[config.mk]
export PLATFORM = sky130hd
export DESIGN_NAME = mem_access_unit
export DESIGN_NICKNAME = d
export VERILOG_FILES = /design/src/rtl/mem_access_unit.sv
export SDC_FILE = /design/constraint.sdc
export NUM_CORES = 1
export LEC_CHECK = 0
export BUFFER_PORTS_ARGS = -buffer_cell sky130_fd_sc_hd__buf_4
export CORE_MARGIN = 5
export CORE_UTILIZATION = 45
export CTS_CLUSTER_DIAMETER = 40
export DETAILED_ROUTE_END_ITERATION = 8
export PLACE_DENSITY_LB_ADDON = 0.1
export SLEW_MARGIN = 5
export SYNTH_ARGS = -nofsm -noshare
export SYNTH_HDL_FRONTEND = slang
export SYNTH_SLANG_ARGS = --single-unit
export TNS_END_PERCENT = 5
[constraint.sdc]
create_clock -name clk -period 4.1 [get_ports clk]
set_input_delay 0.82 -clock clk [delete_from_list [all_inputs] [get_ports clk]]
set_output_delay 0.82 -clock clk [all_outputs]
set_load 0.01 [all_outputs]
[src/rtl/mem_access_unit.sv]
// Data-memory access unit: issues loads/stores on a split-transaction sram-like bus,
// tracks in-flight accesses in order, and aligns/merges load data on return.

module mem_access_unit_chk (
    input logic clk,
    input logic resetn,
    input logic data_ok,
    input logic cnt_nz
);
    // A response with nothing outstanding means the bus agent broke protocol.
    a_no_orphan_data_ok: assert property (@(posedge clk) disable iff (!resetn) (data_ok |-> cnt_nz))
        else $error("data_data_ok with empty pending queue");
endmodule

module mem_access_unit #(
    parameter int MAX_OUTSTANDING = 2,
    parameter int TAG_W           = 4,
    parameter int UNALIGNED_EN    = 1
) (
    input  logic             clk,
    input  logic             resetn,
    input  logic             in_valid,
    output logic             in_ready,
    input  logic [6:0]       in_load_op,
    input  logic [4:0]       in_store_op,
    input  logic [31:0]      in_addr,
    input  logic [31:0]      in_wdata,
    input  logic [TAG_W-1:0] in_tag,
    input  logic             flush,
    output logic             ex_valid,
    output logic [4:0]       ex_code,
    output logic             data_req,
    output logic             data_wr,
    output logic [1:0]       data_size,
    output logic [3:0]       data_wstrb,
    output logic [31:0]      data_addr,
    output logic [31:0]      data_wdata,
    input  logic             data_addr_ok,
    input  logic             data_data_ok,
    input  logic [31:0]      data_rdata,
    output logic             resp_valid,
    output logic [31:0]      resp_data,
    output logic [TAG_W-1:0] resp_tag
);
    localparam int PTR_W = (MAX_OUTSTANDING > 1) ? $clog2(MAX_OUTSTANDING) : 1;
    localparam int CNT_W = $clog2(MAX_OUTSTANDING + 1);

    localparam logic [4:0] EXCCODE_ADEL = 5'd4;
    localparam logic [4:0] EXCCODE_ADES = 5'd5;
    localparam logic [4:0] EXCCODE_RI   = 5'd10;

    logic [6:0]       r_q_load_op [MAX_OUTSTANDING];
    logic [1:0]       r_q_off     [MAX_OUTSTANDING];
    logic [31:0]      r_q_rt      [MAX_OUTSTANDING];
    logic [TAG_W-1:0] r_q_tag     [MAX_OUTSTANDING];
    logic             r_q_disc    [MAX_OUTSTANDING];
    logic [PTR_W-1:0] r_wr_ptr;
    logic [PTR_W-1:0] r_rd_ptr;
    logic [CNT_W-1:0] r_count;

    logic       w_adel;
    logic       w_ades;
    logic       w_ri;
    logic       w_space;
    logic       w_push;
    logic       w_pop;
    logic [1:0] w_off;

    function automatic logic [PTR_W-1:0] f_ptr_next(input logic [PTR_W-1:0] p);
        if (p == PTR_W'(MAX_OUTSTANDING - 1)) begin
            return '0;
        end else begin
            return p + PTR_W'(1);
        end
    endfunction

    // Store entries carry load_op == 0 and therefore return zero.
    function automatic logic [31:0] f_load_result(input logic [6:0]  op,
                                                  input logic [1:0]  off,
                                                  input logic [31:0] rt,
                                                  input logic [31:0] rd);
        logic [7:0]  b;
        logic [15:0] h;
        logic [31:0] res;
        b   = rd[{off, 3'b000} +: 8];
        h   = off[1] ? rd[31:16] : rd[15:0];
        res = 32'h0000_0000;
        if (op[0]) begin
            res = {{24{b[7]}}, b};
        end else if (op[1]) begin
            res = {24'h00_0000, b};
        end else if (op[2]) begin
            res = {{16{h[15]}}, h};
        end else if (op[3]) begin
            res = {16'h0000, h};
        end else if (op[4]) begin
            res = rd;
        end else if (op[5]) begin
            case (off)
                2'd0:    res = {rd[7:0],  rt[23:0]};
                2'd1:    res = {rd[15:0], rt[15:0]};
                2'd2:    res = {rd[23:0], rt[7:0]};
                default: res = rd;
            endcase
        end else if (op[6]) begin
            case (off)
                2'd0:    res = rd;
                2'd1:    res = {rt[31:24], rd[31:8]};
                2'd2:    res = {rt[31:16], rd[31:16]};
                default: res = {rt[31:8],  rd[31:24]};
            endcase
        end else begin
            res = 32'h0000_0000;
        end
        return res;
    endfunction

    assign w_off = in_addr[1:0];

    // Issue-time fault decode.
    always_comb begin
        w_adel = in_valid & (((in_load_op[2] | in_load_op[3]) & in_addr[0]) |
                             (in_load_op[4] & (in_addr[1:0] != 2'b00)));
        w_ades = in_valid & ((in_store_op[1] & in_addr[0]) |
                             (in_store_op[2] & (in_addr[1:0] != 2'b00)));
        if (UNALIGNED_EN == 0) begin
            w_ri = in_valid & (in_load_op[5] | in_load_op[6] | in_store_op[3] | in_store_op[4]);
        end else begin
            w_ri = 1'b0;
        end
        ex_valid = w_adel | w_ades | w_ri;
        if (w_ri) begin
            ex_code = EXCCODE_RI;
        end else if (w_adel) begin
            ex_code = EXCCODE_ADEL;
        end else if (w_ades) begin
            ex_code = EXCCODE_ADES;
        end else begin
            ex_code = 5'd0;
        end
    end

    assign w_space  = (r_count < CNT_W'(MAX_OUTSTANDING));
    assign data_req = in_valid & ~ex_valid & ~flush & w_space;
    assign in_ready = w_space & (~data_req | data_addr_ok);
    assign w_push   = data_req & data_addr_ok;
    assign w_pop    = data_data_ok & (r_count != CNT_W'(0));

    // Bus request fields: size, strobes, lane-placed write data and address.
    always_comb begin
        data_wr    = |in_store_op;
        data_size  = 2'd2;
        data_wstrb = 4'h0;
        data_addr  = in_addr;
        data_wdata = 32'h0000_0000;
        if (|in_store_op) begin
            if (in_store_op[0]) begin
                data_size  = 2'd0;
                data_wstrb = 4'b0001 << w_off;
                data_wdata = {4{in_wdata[7:0]}};
            end else if (in_store_op[1]) begin
                data_size  = 2'd1;
                data_wstrb = w_off[1] ? 4'hC : 4'h3;
                data_wdata = {2{in_wdata[15:0]}};
            end else if (in_store_op[2]) begin
                data_wstrb = 4'hF;
                data_wdata = in_wdata;
            end else if (in_store_op[3]) begin
                data_addr = {in_addr[31:2], 2'b00};
                case (w_off)
                    2'd0:    begin data_wstrb = 4'h1; data_wdata = in_wdata >> 24; end
                    2'd1:    begin data_wstrb = 4'h3; data_wdata = in_wdata >> 16; end
                    2'd2:    begin data_wstrb = 4'h7; data_wdata = in_wdata >> 8;  end
                    default: begin data_wstrb = 4'hF; data_wdata = in_wdata;       end
                endcase
            end else begin
                data_addr = {in_addr[31:2], 2'b00};
                case (w_off)
                    2'd0:    begin data_wstrb = 4'hF; data_wdata = in_wdata;       end
                    2'd1:    begin data_wstrb = 4'hE; data_wdata = in_wdata << 8;  end
                    2'd2:    begin data_wstrb = 4'hC; data_wdata = in_wdata << 16; end
                    default: begin data_wstrb = 4'h8; data_wdata = in_wdata << 24; end
                endcase
            end
        end else begin
            if (in_load_op[0] | in_load_op[1]) begin
                data_size = 2'd0;
            end else if (in_load_op[2] | in_load_op[3]) begin
                data_size = 2'd1;
            end else begin
                data_size = 2'd2;
            end
            if (in_load_op[5] | in_load_op[6]) begin
                data_addr = {in_addr[31:2], 2'b00};
            end else begin
                data_addr = in_addr;
            end
        end
    end

    // Pending queue, occupancy and registered response.
    always_ff @(posedge clk or negedge resetn) begin
        if (!resetn) begin
            for (int i = 0; i < MAX_OUTSTANDING; i++) begin
                r_q_load_op[i] <= 7'd0;
                r_q_off[i]     <= 2'd0;
                r_q_rt[i]      <= 32'h0000_0000;
                r_q_tag[i]     <= '0;
                r_q_disc[i]    <= 1'b0;
            end
            r_wr_ptr   <= '0;
            r_rd_ptr   <= '0;
            r_count    <= '0;
            resp_valid <= 1'b0;
            resp_data  <= 32'h0000_0000;
            resp_tag   <= '0;
        end else begin
            if (w_push) begin
                r_q_load_op[r_wr_ptr] <= in_load_op;
                r_q_off[r_wr_ptr]     <= w_off;
                r_q_rt[r_wr_ptr]      <= in_wdata;
                r_q_tag[r_wr_ptr]     <= in_tag;
                r_q_disc[r_wr_ptr]    <= 1'b0;
                r_wr_ptr              <= f_ptr_next(r_wr_ptr);
            end
            if (w_pop) begin
                r_rd_ptr <= f_ptr_next(r_rd_ptr);
            end
            if (flush) begin
                for (int i = 0; i < MAX_OUTSTANDING; i++) begin
                    r_q_disc[i] <= 1'b1;
                end
            end
            case ({w_push, w_pop})
                2'b10:   r_count <= r_count + CNT_W'(1);
                2'b01:   r_count <= r_count - CNT_W'(1);
                default: r_count <= r_count;
            endcase
            resp_valid <= w_pop & ~r_q_disc[r_rd_ptr] & ~flush;
            if (w_pop) begin
                resp_data <= f_load_result(r_q_load_op[r_rd_ptr], r_q_off[r_rd_ptr],
                                           r_q_rt[r_rd_ptr], data_rdata);
                resp_tag  <= r_q_tag[r_rd_ptr];
            end else begin
                resp_data <= resp_data;
                resp_tag  <= resp_tag;
            end
        end
    end

    mem_access_unit_chk u_chk (
        .clk     (clk),
        .resetn  (resetn),
        .data_ok (data_data_ok),
        .cnt_nz  (r_count != CNT_W'(0))
    );
endmodule

# After elaboration in Yosys (flattened, before gate mapping)

Index checks and enable logic that the tools add are counted.

Equality and inequality tests: 6
Shift operators: 2
Reduce and logical (&&, ||, !) cells: 8
Order comparisons: 4
Add/sub/neg operators: 4
Bitwise logic cells: 29
Muxes and demuxes: 71

Operator list:

| kind                                          | count |
|---|---|
| 2-to-1 mux 32 bit                             | 16 |
| one-hot mux 32 bit (3 select lines)           | 4 |
| bitwise mux 64 bit                            | 1 |
| 2-to-1 mux 4 bit                              | 10 |
| demux 32 bit (select 1 bit)                   | 1 |
| 2-to-1 mux 2 bit                              | 16 |
| variable part select 32 x 6 -> 8 bit          | 1 |
| 2-to-1 mux 7 bit                              | 4 |
| 2-to-1 mux 16 bit                             | 1 |
| AND 1 bit                                     | 14 |
| bitwise mux 14 bit                            | 1 |
| one-hot mux 4 bit (3 select lines)            | 1 |
| one-hot mux 3 bit (3 select lines)            | 1 |
| bitwise mux 8 bit                             | 1 |
| nonzero test 2 bit                            | 4 |
| demux 7 bit (select 1 bit)                    | 1 |
| bitwise OR 1 bit                              | 7 |
| == test 2 x 1 -> 1 bit, second input constant | 3 |
| == test 2 bit, second input constant          | 3 |
| 2-to-1 mux 1 bit                              | 6 |
| 2-to-1 mux 5 bit                              | 1 |
| OR reduction 5 bit                            | 1 |
| bitwise mux 4 bit                             | 1 |
| demux 4 bit (select 1 bit)                    | 1 |
| 17 further kinds                              | 24 |

Output and inout bits: 116
Bits in registers: 133
Input port bits: 118
Logic and storage cells: 140

# Depth between registers and ports, before layout

Gate-level depths: netlist (run 1).

Depth after elaboration: 13
Mapped depth: 9
Depth with buffers taken out: 8

# Least setup slack after synthesis (run 1)

Ideal clock, no wire load.

Path kind: in2out
Start point: input in_addr[0]
End point: output ex_code[0]
Arrival: 2,404 ps
Data required time: 3,280 ps
Setup slack: 876 ps
Path buffers: 3
Stages: 5
Cell sequence: buf_2 > clkbuf_1 > clkbuf_1 > a21oi_1 > a2111oi_0

Cells in the longest elaborated chain, start to end: 6
Elaborated cells between the ends (all ways): 11

Ends and longest elaborated chain:

| what                 | line     | RTL |
|---|---|---|
| start: declaration   | 26       | `input logic [31:0] in_addr,` |
| nonzero test 2 bit   | 123, 125 |  |
| AND 1 bit            | 125      | `(in_store_op[2] & (in_addr[1:0] != 2'b00)));` |
| bitwise OR 1 bit     | 124      | `w_ades = in_valid & ((in_store_op[1] & in_addr[0]) \|` |
| AND 1 bit            | 124      |  |
| 2-to-1 mux 3 bit     | 136      | `end else if (w_ades) begin` |
| 2-to-1 mux 5 bit (*) | 134      | `end else if (w_adel) begin` |
| end: declaration     | 31       | `output logic [4:0] ex_code,` |

Mark *: on every way between the ends. The rest lies on a longest branch, timed or not.

# Worst setup path in the final report (run 1)

Start point: input in_store_op[3]
End point: output data_wdata[25]

Cells in the longest elaborated chain, start to end: 5
Elaborated cells between the ends (all ways): 6

Ends and longest elaborated chain:

| what                  | line | RTL |
|---|---|---|
| start: declaration    | 25   | `input logic [4:0] in_store_op,` |
| 2-to-1 mux 32 bit     | 168  | `end else if (in_store_op[3]) begin` |
| 2-to-1 mux 32 bit     | 165  | `end else if (in_store_op[2]) begin` |
| 2-to-1 mux 32 bit     | 161  | `end else if (in_store_op[1]) begin` |
| 2-to-1 mux 32 bit     | 157  | `if (in_store_op[0]) begin` |
| 2-to-1 mux 32 bit (*) | 156  | `if (\|in_store_op) begin` |
| end: declaration      | 37   | `output logic [31:0] data_wdata,` |

Marked as above.

==> results of run 1 <==
## Yosys cell counts, types with 13 or more instances
library cell,number
a211oi_1,27
a21oi_1,79
a221oi_1,13
a22oi_1,16
buf_2,13
buf_4,41
clkbuf_1,45
dfrtp_1,133
mux2_1,43
mux2_2,56
mux2i_1,72
nand2_1,109
nor2_1,73
nor2b_1,15
nor3_1,23
o21ai_0,59
o21ai_1,13
o22a_1,14
o22ai_1,14
## power by group through the flow
stage | Combinational [W] | Clock, W | Sequential [W]
after floorplan | 0.00324 | 0 | 0.00236
after global placement | 0.00451 | 0 | 0.00244
after detailed placement | 0.00454 | 0 | 0.00247
after CTS | 0.00456 | 0.00156 | 0.00244
after global routing | 0.00498 | 0.00162 | 0.00253
final | 0.00461 | 0.00154 | 0.00244
## through the flow
| stage | total power (W) | hold WS [ns] |
|---|---|---|
| 2_1_floorplan | 0.00559 | 0.436 |
| 4_1_cts | 0.00857 | 0.475 |
| 6_report | 0.00858 | 0.476 |
| 3_3_place_gp | 0.00695 | 0.453 |
| 3_5_place_dp | 0.00700 | 0.465 |
| 5_1_grt | 0.00913 | 0.500 |
## area by class of cell
cell class | count | area share
inverter | 13 | 0.00432
tap | 275 | 0.0304
timing repair buffer | 192 | 0.131
clock buffer | 17 | 0.0376
sequential | 133 | 0.295
clock inverter | 15 | 0.0154
multi-input combinational | 769 | 0.487
## registers in the layout, indices dropped and copies added, names as in the netlist, 2 cells and up
register	cells
r_q_rt	64
resp_data	32
r_q_load_op	14
r_q_tag	8
r_q_off	4
resp_tag	4
r_count	2
r_q_disc	2
## cells by family after synthesis
kind of cell,after synthesis,share of synthesized area
AO/OA/AOI/OAI,324,0.232
XOR/XNOR,5,0.00461
adder cells (fa/ha/maj),1,0.00132
buffers and inverters,129,0.0744
flip-flops,133,0.350
multiplexers,182,0.218
other,1,0.000395
AND/OR/NAND/NOR,254,0.119
## per-layer routing
metal,vias to the layer above,wire [um],track usage
li1,3993,-,-
met1,4179,13900,0.368
met2,493,13400,0.368
met3,69,2680,0.0503
met4,0,1190,0.108
met5,-,0,0
## worst paths after layout
check	cells after the start	startpoint	slack, ns	end
hold reg to reg	1	r_q_disc[0]	0.48	resp_valid
setup / recovery	8	in_store_op[3]	0.70	data_wdata[25]
hold / removal	1	r_q_disc[0]	0.48	resp_valid
setup reg to reg	6	r_rd_ptr	1.01	resp_data[22]
min in group asynchronous	1	resetn	0.50	resp_data[1]
max in group asynchronous	2	resetn	2.78	r_q_rt[60]
==> reports/qor.yml, run 1 <==
worst_setup_path:
  crit_family: "simple AND/OR/NAND/NOR gates"
  worstSetupPathType: "in -> out"
  critical_path.max_stage_delay_ns: 0.45
  cpMostUsedCell: "buf_4"
  slowest_stage: "or3_1"
  end_kind: "output port"
  arrival_ns: 2.58
  cp_max_fo: 38
  critPathRequiredTime_ns: 3.28
  path_buf_inv: 3
  path_cells: "buf_4 > or3_1 > nor2_1 > buf_4 > a21oi_1 > a22oi_1 > a21oi_1 > buf_4"
  startpoint_type: "primary input"
sta:
  tns_ns: 0
  slew_headroom: 0.338
  fin_skew_ns: 0.00766
  fmax_mhz: 294
  fin_crit_ns: 3.40
  setup_violations: 0
  min_period_over_period: 0.829
  tightest_slew_ns: 0.986
  slew_viol_final: 0
  fin_ws_ns: 0.702
  hold_violations: 0
  rsz0062_at_grt: "no"
global_route:
  overflow: 0
  antenna_found_initial: 0
  grt_pass1_vias: 8317
  grt_max_degree: 67
  grt_pass1_wl_um: 48300
  grt_usage: 0.253
floorplanning:
  core_area_mm2: 0.0209
  io-pin-count: 234
  initial_core_util: 0.455
  die_area_mm2: 0.0241
  dieWidth_um: 155
  die_y_um: 155
  core.rowCount: 53
power:
  intPower_w: 0.00476
  leakagePower_nw: 5.02
  power_density_mw_per_mm2: 759
  p_clk_frac: 0.179
  ir_drop_mv: 0.368
  switching_share: 0.445
  seqPwrFrac: 0.284
  comb_power_share: 0.537
  switchingPower_w: 0.00382
cts:
  htreeDepth: 4
  root_buffer: "clkbuf_16"
  ctsHoldBuffers: 0
  cts.repair.resized: 0
  clk_pin_slew_ns: 0.07
  cts_buffers: 17
  cts_setup_buffers: 0
  cts_tree: "yes"
  clock_sinks: 133
  cts_max_path_buffers: 2
  clk_latency_ns: 0.43
cells_and_area:
  drive_above_1_share: 0.276
  final_nets: 1245
  final_cells: 1414
  layout_commonest_cell: "buf_4"
  final_util: 0.541
  synthToLayoutAreaGrowth_pct: 19.0
  antenna_cells: 0
  final_cell_mix: "189 x buf_4, 132 x dfrtp_1, 109 x nand2_1"
  fin_area_mm2: 0.0113
  multi_input_area_mm2: 0.00550
  regArea_mm2: 0.00333
  fillerInstances: 1980
detailed_routing:
  num_vias: 8734
  detail_route.wirelength_um: 31200
  final_antenna_net_count: 0
  post_drt_wl_per_cell_um: 22.0
  via_per_inst: 6.18
  first_pass_iters: 6
  drcViolationCount: 0
  drt_iter0_drc: 743
placed_design:
  place_area_mm2: 0.0107
  routabilityCongestion: 0.926
  pre_cts_slack_ns: 0.726
  dp_hpwl_um: 22900
  placed_cells: 1382
  portBuffers: 170
synth:
  synth_warnings: 0
  postSynthCellCount: 1029
  postSynthAreaPerCell_um2: 9.23
  synthTopCellsByArea: "dfrtp_1 35%, mux2i_1 7.6%, mux2_2 6.6%"
  synth-edff-count: 0
  synth_top_flop_cell: "dfrtp_1"
  yosysTopAreaCell: "dfrtp_1"
  synth_top_area_frac: 0.350
  syn_area_mm2: 0.00950
  ys_seq_elements: 133
  synth_cell_types: 68
  ys_async_sr_fraction: 1.00
  yosysSeqAreaShare: 0.350
run_status:
  status: "completed"
hold_path:
  holdCritPathClass: "reg -> reg"
run:
  maxCapViolations: 0
No activity file was read; power rests on OpenSTA's default activity.
==> inputs of run 2 (changes only) <==
==> constraint.sdc (replaced) <==
create_clock -name clk -period 3.1 [get_ports clk]
set_input_delay 0.62 -clock clk [delete_from_list [all_inputs] [get_ports clk]]
set_output_delay 0.62 -clock clk [all_outputs]
set_load 0.01 [all_outputs]
==> reports/qor.yml, run 2 (synthesis results as in run 1) <==
run_status:
  status: "completed"
detailed_routing:
  num_vias: 8832
  post_drt_wl_per_cell_um: 22.2
  final_antenna_net_count: 0
  first_pass_iters: 6
  detail_route.wirelength_um: 31900
  via_per_inst: 6.15
  drcViolationCount: 0
  drt_iter0_drc: 704
cts:
  cts_setup_buffers: 0
  root_buffer: "clkbuf_16"
  cts_tree: "yes"
  cts_max_path_buffers: 2
  clk_latency_ns: 0.43
  cts_buffers: 17
  clock_sinks: 133
  htreeDepth: 4
  clk_pin_slew_ns: 0.06
  cts.repair.resized: 0
power:
  p_clk_frac: 0.179
  seqPwrFrac: 0.278
  switchingPower_w: 0.00503
  power_density_mw_per_mm2: 1010
  switching_share: 0.434
  intPower_w: 0.00656
  ir_drop_mv: 0.487
  leakagePower_nw: 5.15
  comb_power_share: 0.543
cells_and_area:
  largest_register_ff_count: 64
  final_cell_mix: "209 x buf_4, 132 x dfrtp_1, 109 x nand2_1"
  drive_above_1_share: 0.289
  final_cells: 1437
  antenna_cells: 0
  layout_commonest_cell: "buf_4"
  final_nets: 1268
  synthToLayoutAreaGrowth_pct: 21.3
  largestRegisters: "r_q_rt: 64 flops, resp_data: 32 flops, r_q_load_op: 14 flops"
  fillerInstances: 1933
  top_register: "r_q_rt"
worst_setup_path:
  arrival_ns: 2.26
  r2r_setup_slack_ns: 0.36
  path_buf_inv: 3
  r2r_cells: 6
  cpMostUsedCell: "buf_4"
  crit_family: "compound AO/OA/AOI/OAI gates"
  path_cells: "buf_4 > buf_4 > a21oi_1 > o211ai_1 > o21ai_0 > a2111oi_0 > a21oi_1 > nor2_1 > buf_4"
  end_kind: "output port"
  critPathRequiredTime_ns: 2.48
  r2r-start: "r_rd_ptr"
  worstSetupPathType: "in -> out"
  cp_max_fo: 32
  regToRegEndpoint: "resp_data[20]"
  critical_path.max_stage_delay_ns: 0.40
  slowest_stage: "a2111oi_0"
  startpoint_type: "primary input"
global_route:
  grt_pass1_vias: 8533
  grt_max_degree: 91
  overflow: 0
  antenna_found_initial: 0
  grt_pass1_wl_um: 49700
  grt_usage: 0.261
sta:
  tightest_slew_ns: 0.833
  setup_violations: 0
  slew_headroom: 0.445
  min_period_over_period: 0.930
  fmax_mhz: 347
  fin_crit_ns: 2.88
  hold_violations: 0
  tns_ns: 0
  slew_viol_final: 0
  rsz0062_at_grt: "no"
  fin_skew_ns: 0.0128
placed_design:
  portBuffers: 170
  routabilityCongestion: 0.949
  dp_hpwl_um: 23800
  placed_cells: 1404
floorplanning:
  die_area_mm2: 0.0241
  core_area_mm2: 0.0209
  io-pin-count: 234
  initial_core_util: 0.455
  die_y_um: 155
  core.rowCount: 53
  dieWidth_um: 155
run:
  maxCapViolations: 0
hold_path:
  hold_end: "resp_valid"
  hold_depth: 2
  holdCritPathClass: "in -> reg"
  min_from: "flush"
[run 2: cell count changes in the layout (fill, tap and decap cells not counted), moves of 2 or more]
| cell | before | now |
|---|---|---|
| buf_4 | 189 | 209 |
| inv_8 | 5 | 3 |
| inv_6 | 5 | 3 |
| clkinv_8 | 4 | 1 |
| clkinv_4 | 1 | 6 |
| bufinv_16 | 0 | 2 |
| buf_12 | 3 | 5 |
[run 2: per-layer routing]
| metal | GRT usage | part of all wire | up-vias |
|---|---|---|---|
| met3 | 0.0451 | 0.074 | 71 |
| met4 | 0.0996 | 0.033 | 0 |
| met2 | 0.400 | 0.45 | 439 |
| met1 | 0.370 | 0.45 | 4265 |
| met5 | 0 | 0 | - |
| li1 | - | - | 4057 |
[run 2: repair_timing]
action                                  CTS  global route
hold buffers                              1             0
endpoints found under the setup margin    0             0
endpoints found under the hold margin     1             0
[run 2: layout make-up]
type | instances | area [um^2] | area share
clock buffers | 17 | 425 | 0.0369
clock inverters | 15 | 189 | 0.0164
inverters | 13 | 48.8 | 0.00424
multi-input cells | 769 | 5500 | 0.478
flip-flops and latches | 133 | 3330 | 0.289
well taps | 275 | 344 | 0.0299
repair buffers | 215 | 1680 | 0.146
[run 2: how the worst max path moves through the flow]
stage | startpoint | endpoint | depth (start not counted)
detailed placement | in_store_op[1] | r_q_load_op[10] | 8
finish | in_addr[0] | data_wdata[9] | 9
global placement | in_addr[0] | data_wdata[9] | 9
CTS | in_addr[0] | data_wdata[9] | 9
global route | in_addr[0] | data_wdata[9] | 8
floorplan | in_addr[0] | ex_code[0] | 5
[run 2: stage by stage]
step | worst slack (ns) | util | hold WS [ns] | instance area [um^2] | power [W]
floorplan | 0.276 | - | 0.324 | 9510 | 0.00740
global placement | 0.234 | 0.522 | 0.449 | 10900 | 0.00937
detailed placement | 0.259 | 0.522 | 0.454 | 10900 | 0.00945
CTS | 0.273 | 0.551 | 0.388 | 11500 | 0.0116
global route | 0.0649 | 0.551 | 0.404 | 11500 | 0.0124
finish | 0.216 | 0.551 | 0.402 | 11500 | 0.0116
[run 2: power by group through the flow]
stage	registers [W]	logic [W]	clock network (W)
2_1_floorplan	0.00312	0.00428	0
3_3_place_gp	0.00321	0.00616	0
3_5_place_dp	0.00325	0.00619	0
4_1_cts	0.00322	0.00625	0.00213
5_1_grt	0.00334	0.00685	0.00220
6_report	0.00322	0.00629	0.00208
==> inputs of run 3 (changes only) <==
--- a/config.mk
+++ b/config.mk
@@ -7,7 +7,7 @@
 export LEC_CHECK = 0
 export BUFFER_PORTS_ARGS = -buffer_cell sky130_fd_sc_hd__buf_4
 export CORE_MARGIN = 5
-export CORE_UTILIZATION = 45
+export CORE_UTILIZATION = 46
 export CTS_CLUSTER_DIAMETER = 40
 export DETAILED_ROUTE_END_ITERATION = 8
 export PLACE_DENSITY_LB_ADDON = 0.1
==> reports/qor.yml, run 3 (synthesis results as in run 1) <==
sta:
  slew_viol_final: 0
  hold_violations: 0
  tightest_slew_ns: 0.704
  fin_skew_ns: 0.0120
  slew_headroom: 0.528
  rsz0062_at_grt: "no"
  holdWs_ns: 0.127
  tns_ns: 0
  fmax_mhz: 355
  min_period_over_period: 0.909
  setup_violations: 0
  fin_crit_ns: 2.82
worst_setup_path:
  critical_path.max_stage_delay_ns: 0.38
  crit_family: "compound AO/OA/AOI/OAI gates"
  arrival_ns: 2.20
  end_kind: "output port"
  path_buf_inv: 2
  path_cells: "buf_4 > or2_2 > a21oi_1 > a21oi_1 > o211ai_1 > a32oi_1 > buf_4"
  critPathRequiredTime_ns: 2.48
  startpoint_type: "primary input"
  slowest_stage: "a21oi_1"
  cp_max_fo: 22
  worstSetupPathType: "in -> out"
floorplanning:
  io-pin-count: 234
  initial_core_util: 0.468
  die_y_um: 154
  dieWidth_um: 154
  core_area_mm2: 0.0203
  core.rowCount: 52
  die_area_mm2: 0.0236
detailed_routing:
  first_pass_iters: 6
  via_per_inst: 6.20
  final_antenna_net_count: 0
  detail_route.wirelength_um: 31400
  post_drt_wl_per_cell_um: 21.9
  drt_iter0_drc: 770
  num_vias: 8902
  drcViolationCount: 0
power:
  ir_drop_mv: 0.485
  switching_share: 0.434
  power.total_w: 0.0117
  switchingPower_w: 0.00510
  comb_power_share: 0.546
  p_clk_frac: 0.183
  power_density_mw_per_mm2: 1020
  intPower_w: 0.00665
  seqPwrFrac: 0.271
  leakagePower_nw: 5.17
cells_and_area:
  largest_register_ff_count: 64
  antenna_cells: 0
  fin_area_mm2: 0.0115
  multi_input_area_mm2: 0.00550
  final_cell_mix: "213 x buf_4, 132 x dfrtp_1, 109 x nand2_1"
  layout_commonest_cell: "buf_4"
  final_nets: 1271
  regArea_mm2: 0.00333
  drive_above_1_share: 0.292
  fillerInstances: 1888
  final_cells: 1435
  top_register: "r_q_rt"
  synthToLayoutAreaGrowth_pct: 21.6
  largestRegisters: "r_q_rt: 64 flops, resp_data: 32 flops, r_q_load_op: 14 flops"
cts:
  root_buffer: "clkbuf_16"
  clk_pin_slew_ns: 0.07
  cts_setup_buffers: 0
  cts_max_path_buffers: 2
  cts.repair.resized: 0
  htreeDepth: 4
  cts_tree: "yes"
  ctsHoldBuffers: 0
  cts_buffers: 17
  clock_sinks: 133
  clk_latency_ns: 0.43
global_route:
  antenna_found_initial: 0
  grt_max_degree: 58
  grt_pass1_wl_um: 49300
  grt_pass1_vias: 8596
  overflow: 0
  grt_usage: 0.261
placed_design:
  dp_hpwl_um: 23600
  placed_cells: 1403
  routabilityCongestion: 0.944
  place_area_mm2: 0.0109
  portBuffers: 170
hold_path:
  holdCritPathClass: "in -> async"
run:
  maxCapViolations: 0
run_status:
  status: "completed"
==> run 3: worst paths after layout <==
check | startpoint | endpoint | slack, ns | depth (start not counted)
max | in_store_op[2] | data_wdata[28] | 0.28 | 7
min | resetn | resp_data[4] | 0.13 | 1
max reg2reg | r_rd_ptr | resp_data[17] | 0.38 | 7
min reg2reg | r_q_disc[0] | resp_valid | 0.47 | 1
max in group asynchronous | resetn | r_q_rt[25] | 2.30 | 2
min in group clk | flush | resp_valid | 0.40 | 2
==> run 3: power groups by stage <==
stage	logic [W]	clock network, W	registers, W
CTS	0.00636	0.00217	0.00319
global placement	0.00629	0	0.00318
floorplan	0.00428	0	0.00312
detailed placement	0.00634	0	0.00322
finish	0.00641	0.00215	0.00319
global route	0.00697	0.00224	0.00330
==> run 3: layout make-up <==
type / instances / share of cell area
clock buffers: 17 / 0.0368
clock inverters: 15 / 0.0177
inverters: 13 / 0.00423
multi-input cells: 769 / 0.476
flip-flops and latches: 133 / 0.289
well taps: 270 / 0.0293
repair buffers: 218 / 0.147
==> run 3: per-stage QoR <==
stage                      util  setup slack (ns)
final                     0.569             0.282
after global routing      0.569            0.0954
after CTS                 0.569             0.263
after detailed placement  0.538             0.253
after global placement    0.538             0.272
after floorplan               -             0.276
==> run 3: per-layer routing <==
layer	vias up	global-route usage	wire (um)	share of wire
li1	4057	-	-	-
met1	4323	0.371	13900	0.44
met2	450	0.398	13900	0.44
met3	72	0.0467	2510	0.080
met4	0	0.0997	1050	0.033
met5	-	0	0	0
